===== src/rtl/sevenseg_scan_ctrl.sv =====
// sevenseg_scan_ctrl: time-multiplexed scan controller for an NDIG-digit
// seven-segment display that shares a single sevenseg decoder.
// Holds a 4-bit code, dot bit and blink bit per digit. Each digit is shown
// for SCAN_DIV cycles, and DEAD_CYC all-off cycles separate the digits.
// Blinking digits go dark in alternate groups of BLINK_FRAMES frames.
// Optional feature macro: SEVENSEG_LZB_EN compiles in leading-zero blanking.
module sevenseg_scan_ctrl #(
  parameter int NDIG         = 4,
  parameter int SCAN_DIV     = 1000,
  parameter int DEAD_CYC     = 2,
  parameter int BLINK_FRAMES = 50
) (
  input  logic                    clk,
  input  logic                    rst,
  input  logic                    wr_en,
  input  logic [$clog2(NDIG)-1:0] wr_idx,
  input  logic [3:0]              wr_data,
  input  logic                    wr_dot,
  input  logic                    wr_blink,
  input  logic                    hold,
  output logic [3:0]              enc,
  output logic                    dot,
  output logic [NDIG-1:0]         dig_sel,
  output logic                    blank,
  output logic                    scan_tick
);

  localparam int IW   = $clog2(NDIG);
  localparam int CMAX = (SCAN_DIV > DEAD_CYC) ? SCAN_DIV : DEAD_CYC;
  localparam int CW   = (CMAX > 1) ? $clog2(CMAX) : 1;
  localparam int FW   = (BLINK_FRAMES > 1) ? $clog2(BLINK_FRAMES) : 1;

  localparam logic [CW-1:0] SHOW_LAST  = CW'(SCAN_DIV - 1);
  localparam logic [CW-1:0] DEAD_LAST  = CW'((DEAD_CYC > 0) ? DEAD_CYC - 1 : 0);
  localparam logic [IW-1:0] IDX_LAST   = IW'(NDIG - 1);
  localparam logic [FW-1:0] FRAME_LAST = FW'(BLINK_FRAMES - 1);

  typedef enum logic {
    DEAD,
    SHOW
  } state_t;

  state_t          state, state_nx;
  logic [CW-1:0]   cnt, cnt_nx;
  logic [IW-1:0]   idx, idx_nx;
  logic [FW-1:0]   fcnt, fcnt_nx;
  logic            bph, bph_nx;
  logic            adv;

  logic [3:0]      digit [NDIG];
  logic [NDIG-1:0] dots;
  logic [NDIG-1:0] blinks;
  logic [NDIG-1:0] lzb;
  logic [NDIG-1:0] supp;

  // Digit register file; writes are always accepted, even during hold.
  always_ff @(posedge clk) begin
    if (!rst) begin
      for (int i = 0; i < NDIG; i++) digit[i] <= '0;
      dots   <= '0;
      blinks <= '0;
    end else if (wr_en && (32'(wr_idx) < NDIG)) begin
      digit[wr_idx]  <= wr_data;
      dots[wr_idx]   <= wr_dot;
      blinks[wr_idx] <= wr_blink;
    end
  end

  // Scan sequencing: dwell/dead counting, digit advance, frame and blink phase.
  always_comb begin
    state_nx = state;
    cnt_nx   = cnt;
    idx_nx   = idx;
    fcnt_nx  = fcnt;
    bph_nx   = bph;
    adv      = 1'b0;
    if (!hold) begin
      case (state)
        SHOW: begin
          if (cnt == SHOW_LAST) begin
            cnt_nx = '0;
            if (DEAD_CYC > 0) state_nx = DEAD;
            else              adv      = 1'b1;
          end else begin
            cnt_nx = cnt + 1'b1;
          end
        end
        DEAD: begin
          if ((DEAD_CYC == 0) || (cnt == DEAD_LAST)) begin
            cnt_nx   = '0;
            state_nx = SHOW;
            adv      = 1'b1;
          end else begin
            cnt_nx = cnt + 1'b1;
          end
        end
        default: state_nx = DEAD;
      endcase
      if (adv) begin
        if (idx == IDX_LAST) begin
          idx_nx = '0;
          if (fcnt == FRAME_LAST) begin
            fcnt_nx = '0;
            bph_nx  = ~bph;
          end else begin
            fcnt_nx = fcnt + 1'b1;
          end
        end else begin
          idx_nx = idx + 1'b1;
        end
      end
    end
  end

  // Scan state register; scan_tick marks the first cycle after an advance.
  always_ff @(posedge clk) begin
    if (!rst) begin
      state     <= DEAD;
      cnt       <= '0;
      idx       <= '0;
      fcnt      <= '0;
      bph       <= 1'b0;
      scan_tick <= 1'b0;
    end else begin
      state     <= state_nx;
      cnt       <= cnt_nx;
      idx       <= idx_nx;
      fcnt      <= fcnt_nx;
      bph       <= bph_nx;
      scan_tick <= adv;
    end
  end

  // Per-digit suppression: blink phase, plus leading-zero blanking if built in.
  always_comb begin
    lzb = '0;
`ifdef SEVENSEG_LZB_EN
    begin : lzb_chain
      logic above;
      above = 1'b1;
      for (int i = NDIG - 1; i >= 1; i--) begin
        above  = above & (digit[i] == 4'd0) & ~dots[i];
        lzb[i] = above;
      end
    end
`endif
    supp = lzb | (blinks & {NDIG{bph}});
  end

  // Digit select: only the current digit, only while showing and not suppressed.
  always_comb begin
    dig_sel = '1;
    if ((state == SHOW) && !supp[idx]) dig_sel[idx] = 1'b0;
  end

  assign enc   = digit[idx];
  assign dot   = dots[idx];
  assign blank = &dig_sel;

endmodule


===== config.mk =====
export PLATFORM = sky130hd
export DESIGN_NAME = sevenseg_scan_ctrl
export DESIGN_NICKNAME = d
export VERILOG_FILES = /design/src/rtl/sevenseg_scan_ctrl.sv
export SDC_FILE = /design/constraint.sdc
export NUM_CORES = 1
export LEC_CHECK = 0
export BUFFER_PORTS_ARGS = -buffer_cell sky130_fd_sc_hd__buf_2
export CELL_PAD_IN_SITES_DETAIL_PLACEMENT = 0
export CELL_PAD_IN_SITES_GLOBAL_PLACEMENT = 1
export CORE_ASPECT_RATIO = 0.6
export CORE_MARGIN = 1
export CORE_UTILIZATION = 41
export CTS_CLUSTER_SIZE = 12
export DETAILED_ROUTE_END_ITERATION = 12
export HOLD_SLACK_MARGIN = 0.06
export MAX_ROUTING_LAYER = met4
export PLACE_DENSITY_LB_ADDON = 0.1
export RECOVER_POWER = 50
export SYNTH_ARGS = -nofsm -noshare
export SYNTH_HDL_FRONTEND = slang
export SYNTH_SLANG_ARGS = --single-unit
export TNS_END_PERCENT = 1

===== constraint.sdc =====
create_clock -name clk -period 1.65 [get_ports clk]
set_clock_uncertainty 0.15 [all_clocks]
set_input_delay 0.165 -clock clk [delete_from_list [all_inputs] [get_ports clk]]
set_output_delay 0.165 -clock clk [all_outputs]
set_load 0.01 [all_outputs]

== Word level (Yosys, flattened, before mapping) ==
Memories as Yosys holds them, arrays and structs flattened. A register that Yosys moved wholly into a read port is not among the register bits.
Index checks and enable logic that the tools add are counted.
Storage, ports and cells
  output and inout bits: 11
  memory bits (writable): 16
  memories: 1
  register bits after elaboration: 29
  input bits: 12
Memories
  digit: words 4, width 4, rd ports 1, clocked after memory_dff 1, wr ports 4, line 50  | logic [3:0] digit [NDIG];
Operators by class
  equality and inequality tests: 4
  reductions and logical operators: 10
  bitwise operators: 6
  add/subtract/negate cells: 3
  mux-type cells: 30
  magnitude comparators: 4
Operator list (count)
  $mux 10: 2
  $pmux 10 s2: 1
  $mux 1: 12
  $add 10x1->10 const B: 1
  $eq 10x1->1 const B: 1
  $eq 10x10->1 const B: 1
  $bwmux 4: 2
  $mux 2: 4
  $mux 4: 2
  $reduce_and 4->1: 2
  $add 6x1->6 const B: 1
  $eq 6x6->1 const B: 1
  $lt 2x3->1 const B: 2
  $mux 6: 1
  $and 4x4->4: 1
  $bmux 1 s2: 2
  $demux 1 s2: 2
  $ge 2x1->1 const B: 2
  $not 1->1: 4
  $not 4->4: 1
  $pmux 1 s2: 2
  $reduce_or 4->1: 1
  $logic_and 1x1->1: 3
  $reduce_and 3->1: 1
  other kinds (5): 5

== Depth between registers and ports, before layout ==
Gate-level depths: netlist of the first run.
  depth in word-level cells: 7
  mapped depth: 7
  gate-level depth less buffers: 6

== Worst setup path before layout of the first run ==
No wires, ideal clock.
  path kind: register to register
  start: register cnt[0]
  end: register bph
  library setup time: 0.070 ns
  slack: -0.080 ns
  cell stages (with the launch flop): 7
  data arrival time: 1.511 ns
  required time: 1.430 ns
  path buffers: 1
  cell sequence: dfxtp_1 ha_1 nor4b_2 nand3_1 buf_4 or3_1 a21oi_1
On the way
  longest elaborated chain between the ends: 5
Ends and longest elaborated chain
  start: declaration: line 44  | logic [CW-1:0] cnt, cnt_nx;
  start signal: assignment: line 126  | cnt <= cnt_nx;
  $eq 10x1->1: line 89  | if ((DEAD_CYC == 0) || (cnt == DEAD_LAST)) begin
  $mux 1: line 89
  $pmux 1 s2: line 78  | case (state)
  $mux 1: line 77  | if (!hold) begin
  $reduce_and 4->1 (no source line)
  end signal: assignment: line 129  | bph <= bph_nx;
  end: declaration: line 47  | logic bph, bph_nx;
No other way between the ends. The select of a mux whose other input is x is not followed.
A chain may end at the register's enable or synchronous reset.

== Final worst setup path of the first run ==
  start: register idx[0]
  end: output blank
On the way
  longest elaborated chain between the ends: 7
  elaborated cells between the ends (all ways): 12
  those cells by class: order compare: 2; mux: 5; bitwise: 1; reduce/logical: 4
Ends and longest elaborated chain
  start: declaration: line 45  | logic [IW-1:0] idx, idx_nx;
  start signal: assignment: line 127  | idx <= idx_nx;
  $lt 2x3->1 (implied by the code) / $ge 2x1->1 (equally long branches): line 153  | if ((state == SHOW) && !supp[idx]) dig_sel[idx] = 1'b0;
  $logic_and 1x1->1 (implied by the code): line 153
  $mux 1 (implied by the code): line 153
  $demux 1 s2: line 153
  $not 4->4 (no source line)
  $mux 4 *: line 153
  $reduce_and 4->1 *: line 158  | assign blank = &dig_sel;
  end: declaration: line 24  | output logic blank,
Every way passes the cells marked *; elsewhere a longest branch is shown, timed or not. The select of a mux whose other input is x is not followed.

==> impl_metrics.py, run 1 <==
metrics = {
    "synth": {
        "async_reset_ff_share_pct": 0,
        "synth_top_cells_by_count": "nor2_1, dfxtp_1, nand2_1, edfxtp_1",
        "synth_top_family_by_area": "simple AND/OR/NAND/NOR gates",
        "syn-num-nets": 227,
        "ys_seq_elements": 47,
        "synth-adder-area-share_pct": 4.65,
        "syn_area_per_cell_sq_um": 10.4,
        "yosysMostFrequentCell": "nor2_1",
        "synthCells": 207,
        "syn-cell-area_sq_um": 2150,
        "yosysUniqueCellTypes": 36,
        "seq_area_frac_synth_pct": 51.2,
        "synth_xor_area_share_pct": 4.48,
        "yosys.area_share.simple_pct": 21.8,
        "yosysTopAreaCell": "dfxtp_1",
        "synthMuxAreaShare_pct": 10.1,
        "synth_top_area_share_pct": 28.9,
        "synth-edff-count": 16,
        "synth_flop_cell": "dfxtp_1",
        "synth_area_leaders": "dfxtp_1, edfxtp_1, mux4_2",
        "yosys_warnings": 0,
        "synth_compound_area_share_pct": 4.83,
    },
    "route": {
        "via_per_inst": 5.06,
        "ant_nets": 0,
        "dr.pass1.iters": 4,
        "drt_wl_total_microns": 4730,
        "via_count": 1644,
        "drcViolationCount": 0,
        "drt_iter0_markers": 108,
        "wl_per_cell_microns": 14.6,
    },
    "global_route": {
        "grt_usage_pct": 20.1,
        "antenna_found_initial": 0,
        "grt_max_degree": 16,
        "grt_first_pass_wirelength_microns": 7940,
        "grt_pass1_vias": 1663,
        "grt-ovfl-total": 0,
    },
    "final_layout": {
        "antennaDiodeCount": 0,
        "ff_latch_area_sq_um": 1110,
        "areaGrowthSynthToFinish_pct": 29.5,
        "drive_gt1_share_pct": 31.3,
        "fin_nets": 281,
        "nFillCells": 424,
        "multi_input_area_sq_um": 1060,
        "final_cells": 325,
    },
    "power_and_ir_drop": {
        "ir_drop_mv": 0.440,
        "p_total_w": 0.00241,
        "leakagePower_nw": 1.11,
        "powerDensity_nw_per_um2": 866,
    },
    "cts": {
        "clk_latency_ns": 0.30,
        "cts_sinks": 47,
        "cts_tree": "done",
        "htree_levels": 2,
        "cts_setup_buffers": 0,
        "clockRootBuffer": "clkbuf_8",
        "path_clk_slew_ns": 0.09,
        "cts_made_buffers": 5,
        "clockBufferDepth": 2,
    },
    "worst_hold_path": {
        "min_from": "wr_en",
        "hold_depth": 3,
        "min_to": "dots[0]",
        "hp-class": "in -> reg",
    },
    "timing": {
        "fin_crit_ns": 1.98,
        "post-route-period-util_pct": 120,
        "hold_violations": 0,
        "fmax_mhz": 505,
        "worst_slack_ns": -0.328,
        "rsz0062_at_grt": "true",
        "relSlewSlack_pct": 65.8,
        "setup_viol": 18,
        "tightestPinTransition_ns": 0.513,
        "hold_ws_ns": 0.0690,
        "drv_slew": 0,
    },
    "worst_setup_path": {
        "worstPathCellList": "mux4_2, a21oi_4, o41ai_2, buf_2",
        "worstPathMaxFanout": 5,
        "r2r_start": "cnt[1]",
        "worstSetupPathType": "reg -> out",
        "critPathSlowestCell": "mux4_2",
        "crit_path_end_kind": "output pin",
        "cp.arrival_ns": 1.66,
        "r2r-end": "bph",
        "rrSetupSlack_ns": -0.07,
        "cpPeakStageDelay_ns": 0.54,
        "rr_worst_depth": 7,
        "required_ns": 1.33,
        "worst_setup_path_start_kind": "register",
    },
    "floorplanning": {
        "die_x_microns": 95.5,
        "ios": 23,
        "core_area_sq_um": 4800,
        "die_area_sq_um": 5550,
        "initial_core_util_pct": 44.8,
        "die_height_microns": 58.1,
        "placementRows": 19,
    },
    "run": {
        "cap_violations": 0,
    },
    "placement": {
        "io_buffers": 22,
        "gp_congestion": 0.821,
        "dp_hpwl_microns": 3630,
        "dp.cells": 314,
    },
    "run_status": {
        "status": "finished, violations left",
        "violations": "negative setup slack",
    },
}
[worst max-delay path: cells and delay by family, from the launching register on]
family	cells	cell delay, ns
AO/OA/AOI/OAI	2	0.31
buffers and inverters	1	0.15
flip-flops	1	0.37
multiplexers	1	0.54
[metal layers]
metal / global-route usage [%] / wire (microns)
met1: 29.4 / 2610
met2: 27.3 / 1950
met3: 4.33 / 152
met4: 6.40 / 22
met5: - / 0
[what timing repair did]
action / in CTS / in global routing
gates resized for setup: 10 / 13
hold buffers: 3 / 0
pin swaps: 6 / 6
endpoints found under the hold margin: 8 / 0
endpoints found under the setup margin: 30 / 31
[stage by stage]
stage / setup slack (ns) / setup TNS (ns) / cell area (sq um) / util [%]
after global placement: -0.173 / -1.27 / 2550 / 53.1
after global routing: -0.424 / -4.14 / 2790 / 58.0
after CTS: -0.339 / -2.44 / 2730 / 56.9
after detailed placement: -0.194 / -1.43 / 2550 / 53.1
final: -0.328 / -1.93 / 2790 / 58.0
after floorplan: -0.0572 / -0.205 / 2160 / -
[state kept, by name, indices dropped and copies added, names as in the netlist, named ones only]
signal and cells:
digit 16, idx 2, cnt 10, scan_tick 1, fcnt 6, dots 4
blinks 4, state 1, bph 1
[cell families after synthesis]
logic type	count (synthesis)
adder cells (fa/ha/maj)	8
XOR/XNOR	11
buffers and inverters	16
AO/OA/AOI/OAI	18
flip-flops	47
AND/OR/NAND/NOR	93
multiplexers	14
[cells in the final DEF (no fill, tap or decap), types with 5 or more instances in the layout]
| cell | instances |
|---|---|
| nor2_1 | 33 |
| dfxtp_1 | 27 |
| buf_4 | 26 |
| nand2_1 | 18 |
| buf_2 | 18 |
| edfxtp_1 | 16 |
| nand3_1 | 10 |
| inv_1 | 9 |
| a21oi_1 | 8 |
| mux4_2 | 6 |
| xor2_1 | 6 |
| mux2i_1 | 6 |
| ha_1 | 6 |
| nor3_1 | 5 |
| xnor2_1 | 5 |
| clkbuf_8 | 5 |
[area by class of cell]
cell class                      instances  area share [%]
Timing Repair Buffer                   53            13.8
Multi-Input combinational cell        144            38.1
Inverter                               10            1.35
Clock buffer                            5            2.47
Sequential cell                        47            39.9
Tap cell                               63            2.83
Clock inverter                          3            1.57
[power breakdown]
group          internal (W)  switching (W)  leakage, nW
clock network      0.000451       0.000395       0.0581
registers           0.00125      0.0000265        0.411
logic              0.000146       0.000146        0.637
[how the worst max path moves through the flow]
stage	from	to	slack, ns	cells after the start
finish	idx[0]	blank	-0.33	4
global route	idx[0]	blank	-0.42	4
CTS	idx[0]	blank	-0.34	4
detailed placement	idx[0]	fcnt[4]	-0.19	6
global placement	idx[0]	fcnt[4]	-0.17	6
floorplan	cnt[0]	bph	-0.06	6
No activity file was read; power rests on OpenSTA's default activity.
==> run 2: changes to the inputs <==
--- a/config.mk
+++ b/config.mk
@@ -15,3 +15,3 @@
 export DETAILED_ROUTE_END_ITERATION = 12
-export HOLD_SLACK_MARGIN = 0.06
+export HOLD_SLACK_MARGIN = 0.08
 export MAX_ROUTING_LAYER = met4
==> constraint.sdc (replaced) <==
create_clock -name clk -period 1.65 [get_ports clk]
set_clock_uncertainty 0.15 [all_clocks]
set_input_delay 0.33 -clock clk [delete_from_list [all_inputs] [get_ports clk]]
set_output_delay 0.33 -clock clk [all_outputs]
set_load 0.01 [all_outputs]
==> impl_metrics.py, run 2 (same netlist as run 1, synthesis figures left out) <==
metrics = {
    "timing": {
        "setup_viol": 31,
        "fmax_mhz": 469,
        "tightestPinTransition_ns": 0.449,
        "worst_slack_ns": -0.484,
        "hold_violations": 0,
        "post-route-period-util_pct": 129,
        "rsz0062_at_grt": "true",
        "fin_crit_ns": 2.13,
        "relSlewSlack_pct": 70.0,
        "drv_slew": 0,
    },
    "final_layout": {
        "antennaDiodeCount": 0,
        "final_cells": 327,
        "final_common_cell": "nor2_1",
        "final_cell_mix": "nor2_1, dfxtp_1, buf_4",
        "areaGrowthSynthToFinish_pct": 27.6,
        "postLayoutCellArea_sq_um": 2740,
        "final_core_utilization_pct": 57.1,
        "regMostFlops": "digit",
        "drive_gt1_share_pct": 29.5,
        "top_regs": "digit (16), cnt (10), fcnt (6)",
        "largest_reg_flops": 16,
        "fin_nets": 283,
    },
    "placement": {
        "io_buffers": 22,
        "gp_congestion": 0.877,
        "place_area_sq_um": 2600,
        "dp_hpwl_microns": 3740,
        "dp.cells": 319,
    },
    "power_and_ir_drop": {
        "p_switching_w": 0.000554,
        "leakagePower_nw": 1.08,
        "p_seq_share_pct": 56.6,
        "swShare_pct": 24.7,
        "ir_drop_mv": 0.360,
        "clkPwrFrac_pct": 30.2,
        "p_comb_share_pct": 13.2,
        "p_total_w": 0.00224,
        "intPower_w": 0.00169,
        "powerDensity_nw_per_um2": 818,
    },
    "run_status": {
        "status": "finished, violations left",
        "violations": "negative setup slack",
    },
    "global_route": {
        "grt_max_degree": 16,
        "grt_usage_pct": 19.5,
        "grt-ovfl-total": 0,
        "grt_pass1_vias": 1613,
        "grt_first_pass_wirelength_microns": 7690,
        "antenna_found_initial": 0,
    },
    "route": {
        "via_per_inst": 5.11,
        "wl_per_cell_microns": 14.3,
        "dr.pass1.iters": 4,
        "drcViolationCount": 0,
        "drt_wl_total_microns": 4680,
        "drt_iter0_markers": 67,
        "via_count": 1670,
        "ant_nets": 0,
    },
    "run": {
        "cap_violations": 0,
    },
    "worst_setup_path": {
        "rrSetupSlack_ns": -0.14,
        "cp.arrival_ns": 1.65,
        "worstPathCellList": "mux4_2, a21oi_4, o41ai_2, buf_2",
        "worstSetupPathType": "reg -> out",
        "rr_worst_depth": 7,
        "critPathSlowestCell": "mux4_2",
        "crit_path_end": "blank",
        "crit_path_end_kind": "output pin",
        "cpPeakStageDelay_ns": 0.53,
        "critPathLaunch": "idx[0]",
        "worstPathMaxFanout": 5,
        "required_ns": 1.17,
        "worst_setup_path_start_kind": "register",
        "r2r_start": "cnt[1]",
    },
    "floorplanning": {
        "ios": 23,
        "die_area_sq_um": 5550,
        "die_height_microns": 58.1,
        "placementRows": 19,
        "die_x_microns": 95.5,
        "core_area_sq_um": 4800,
        "initial_core_util_pct": 44.8,
    },
    "cts": {
        "clockBufferDepth": 2,
        "htree_levels": 2,
        "hold_buffers": 0,
        "cts_made_buffers": 5,
        "clockRootBuffer": "clkbuf_8",
        "clk_latency_ns": 0.29,
        "cts_sinks": 47,
        "path_clk_slew_ns": 0.08,
        "cts_tree": "done",
    },
    "worst_hold_path": {
        "hp-class": "in -> reg",
    },
}
## run 2: changes by cell type in the layout (fill, tap and decap cells not counted), moves of 2 or more
cell,delta
a21oi_2,-2
dlygate4sd3_1,-3
a21oi_1,+2
clkbuf_1,+4
## run 2: power groups by stage
stage	clock network (W)	logic, W	registers [W]
2_1_floorplan	0	0.000150	0.00130
3_3_place_gp	0	0.000272	0.00129
3_5_place_dp	0	0.000276	0.00130
4_1_cts	0.000706	0.000287	0.00127
5_1_grt	0.000766	0.000327	0.00128
6_report	0.000678	0.000296	0.00127
## run 2: critical path, delay by kind of cell, from the launching register on
| family | cells | cell delay, ns |
|---|---|---|
| buf+inv | 1 | 0.14 |
| mux | 1 | 0.53 |
| flops | 1 | 0.37 |
| compound gates | 2 | 0.32 |
## run 2: area by class of cell
| type | instances | area (sq um) |
|---|---|---|
| multi-input combinational | 144 | 1050 |
| clock inverter | 3 | 20.0 |
| fill | 440 | 2060 |
| tap | 63 | 78.8 |
| clock buffer | 5 | 68.8 |
| inverter | 10 | 37.5 |
| sequential | 47 | 1110 |
| timing repair buffer | 55 | 383 |
## run 2: stage by stage
| stage | hold slack (ns) | TNS (ns) | worst slack, ns |
|---|---|---|---|
| 3_3_place_gp | 0.302 | -3.80 | -0.188 |
| 3_5_place_dp | 0.299 | -5.07 | -0.239 |
| 6_report | 0.168 | -5.07 | -0.484 |
| 4_1_cts | 0.157 | -5.85 | -0.520 |
| 2_1_floorplan | 0.283 | -0.241 | -0.0307 |
| 5_1_grt | 0.157 | -8.83 | -0.580 |
## run 2: what timing repair did
| action | in CTS | in global routing |
|---|---|---|
| endpoints found under the setup margin | 32 | 33 |
| resized for setup | 7 | 9 |
| pin swaps | 14 | 3 |
| endpoints found under the hold margin | 0 | 0 |
| buffers inserted | 0 | 0 |
## run 2: worst min path at each step
stage / start / endpoint / slack, ns / cells past startpoint
finish: wr_blink / blinks[0] / 0.17 / 3
global route: wr_blink / blinks[0] / 0.16 / 3
CTS: wr_blink / blinks[0] / 0.16 / 3
detailed placement: dots[0] / dots[0] / 0.30 / 2
global placement: dots[0] / dots[0] / 0.30 / 2
floorplan: blinks[0] / blinks[0] / 0.28 / 2
## run 2: metal layers
metal	up-vias	share of wire (%)	GRT usage [%]
met5	-	0	-
met4	0	0.56	4.48
met3	4	4.0	4.72
met2	28	40	25.9
li1	845	-	-
met1	793	56	29.4
==> run 3: changes to the inputs <==
MAX_ROUTING_LAYER = default   (was met4)
==> impl_metrics.py, run 3 (same netlist as run 1, synthesis figures left out) <==
metrics = {
    "run_status": {
        "status": "finished, violations left",
        "violations": "negative setup slack",
    },
    "cts": {
        "clockRootBuffer": "clkbuf_8",
        "hold_buffers": 0,
        "htree_levels": 2,
        "clockBufferDepth": 2,
        "cts_sinks": 47,
        "cts_made_buffers": 5,
        "path_clk_slew_ns": 0.08,
        "cts_tree": "done",
        "clk_latency_ns": 0.29,
        "cts_setup_buffers": 0,
    },
    "global_route": {
        "grt_usage_pct": 18.9,
        "antenna_found_initial": 0,
        "grt_max_degree": 16,
        "grt_pass1_vias": 1617,
        "grt-ovfl-total": 0,
        "grt_first_pass_wirelength_microns": 7670,
    },
    "floorplanning": {
        "die_height_microns": 58.1,
        "die_x_microns": 95.5,
        "placementRows": 19,
        "die_area_sq_um": 5550,
        "core_area_sq_um": 4800,
        "ios": 23,
        "initial_core_util_pct": 44.8,
    },
    "timing": {
        "fin_crit_ns": 2.14,
        "worst_slack_ns": -0.490,
        "drv_slew": 0,
        "relSlewSlack_pct": 69.9,
        "tightestPinTransition_ns": 0.450,
        "hold_violations": 0,
        "hold_ws_ns": 0.168,
        "rsz0062_at_grt": "true",
        "post-route-period-util_pct": 130,
        "setup_viol": 31,
        "fmax_mhz": 467,
    },
    "route": {
        "drt_iter0_markers": 71,
        "wl_per_cell_microns": 14.3,
        "dr.pass1.iters": 4,
        "via_count": 1667,
        "drt_wl_total_microns": 4690,
        "drcViolationCount": 0,
        "via_per_inst": 5.10,
        "ant_nets": 0,
    },
    "placement": {
        "gp_congestion": 0.863,
        "dp_hpwl_microns": 3740,
        "io_buffers": 22,
        "pre_cts_ws_ns": -0.239,
        "dp.cells": 319,
    },
    "worst_setup_path": {
        "required_ns": 1.17,
        "crit_path_end_kind": "output pin",
        "critPathLaunch": "idx[0]",
        "cpPeakStageDelay_ns": 0.53,
        "rrSetupSlack_ns": -0.15,
        "worstPathMaxFanout": 5,
        "cp_top_family": "multiplexers",
        "crit_path_end": "blank",
        "cp.depth": 4,
        "cp_num_buf_inv": 1,
        "critPathSlowestCell": "mux4_2",
        "cp.arrival_ns": 1.66,
        "r2r_start": "cnt[1]",
        "worstPathCellList": "mux4_2, a21oi_4, o41ai_2, buf_2",
        "worst_setup_path_start_kind": "register",
        "rr_worst_depth": 7,
        "worstSetupPathType": "reg -> out",
    },
    "final_layout": {
        "final_cells": 327,
        "final_core_utilization_pct": 57.1,
        "areaGrowthSynthToFinish_pct": 27.6,
        "final_common_cell": "nor2_1",
        "top_regs": "digit (16), cnt (10), fcnt (6)",
        "final_cell_mix": "nor2_1, dfxtp_1, buf_4",
        "fin_nets": 283,
        "regMostFlops": "digit",
        "largest_reg_flops": 16,
        "drive_gt1_share_pct": 29.5,
        "nFillCells": 440,
        "antennaDiodeCount": 0,
    },
    "power_and_ir_drop": {
        "p_total_w": 0.00225,
        "powerDensity_nw_per_um2": 818,
        "leakagePower_nw": 1.08,
        "ir_drop_mv": 0.360,
    },
    "run": {
        "cap_violations": 0,
    },
    "worst_hold_path": {
        "hp-class": "in -> reg",
    },
}
==> run 3: area by class of cell <==
class	count	area (sq um)	area share, %
repair buffers	55	383	14.0
well taps	63	78.8	2.87
inverters	10	37.5	1.37
multi-input cells	144	1050	38.2
clock buffers	5	68.8	2.51
flip-flops and latches	47	1110	40.4
clock inverters	3	20.0	0.730
==> run 3: per-stage QoR <==
step                      area, sq um  setup TNS (ns)
after floorplan                  2180          -0.241
after global routing             2740           -8.83
final                            2740           -5.16
after CTS                        2730           -5.85
after detailed placement         2600           -5.07
after global placement           2600           -3.80
==> run 3: timing repair <==
item                       in CTS  in global routing
gates resized for setup         7                  9
pin swaps                      14                  3
setup endpoints to repair      32                 33
gates cloned                    0                  0
==> run 3: worst min-delay path by stage <==
stage / start / end / cells after the start / slack, ns
5_1_grt: wr_blink / blinks[0] / 3 / 0.16
6_report: wr_blink / blinks[0] / 3 / 0.17
3_5_place_dp: dots[0] / dots[0] / 2 / 0.30
3_3_place_gp: dots[0] / dots[0] / 2 / 0.30
2_1_floorplan: blinks[0] / blinks[0] / 2 / 0.28
4_1_cts: wr_blink / blinks[0] / 3 / 0.16
==> run 3: power by group <==
group          switching [W]  total (W)  internal [W]
logic               0.000149   0.000296      0.000147
clock network       0.000384   0.000680      0.000296
registers          0.0000221    0.00127       0.00125
total               0.000555    0.00225       0.00169
==> run 3: worst reg2reg max path, cell delays in order, from the launching register on <==
cell and delay (ns):
dfxtp_1 0.31, inv_1 0.05, ha_2 0.16, nor4b_4 0.24, nand3_2 0.17, buf_6 0.17, or3_1 0.32, a21oi_1 0.14
==> run 3: routing by layer <==
layer  vias to the layer above  GRT usage, %  part of all wire [%]
met4                         0          4.48                  0.58
met5                         -             0                     0
met1                       792          29.2                    55
li1                        843             -                     -
met3                         4          4.72                   4.1
met2                        28          26.0                    40
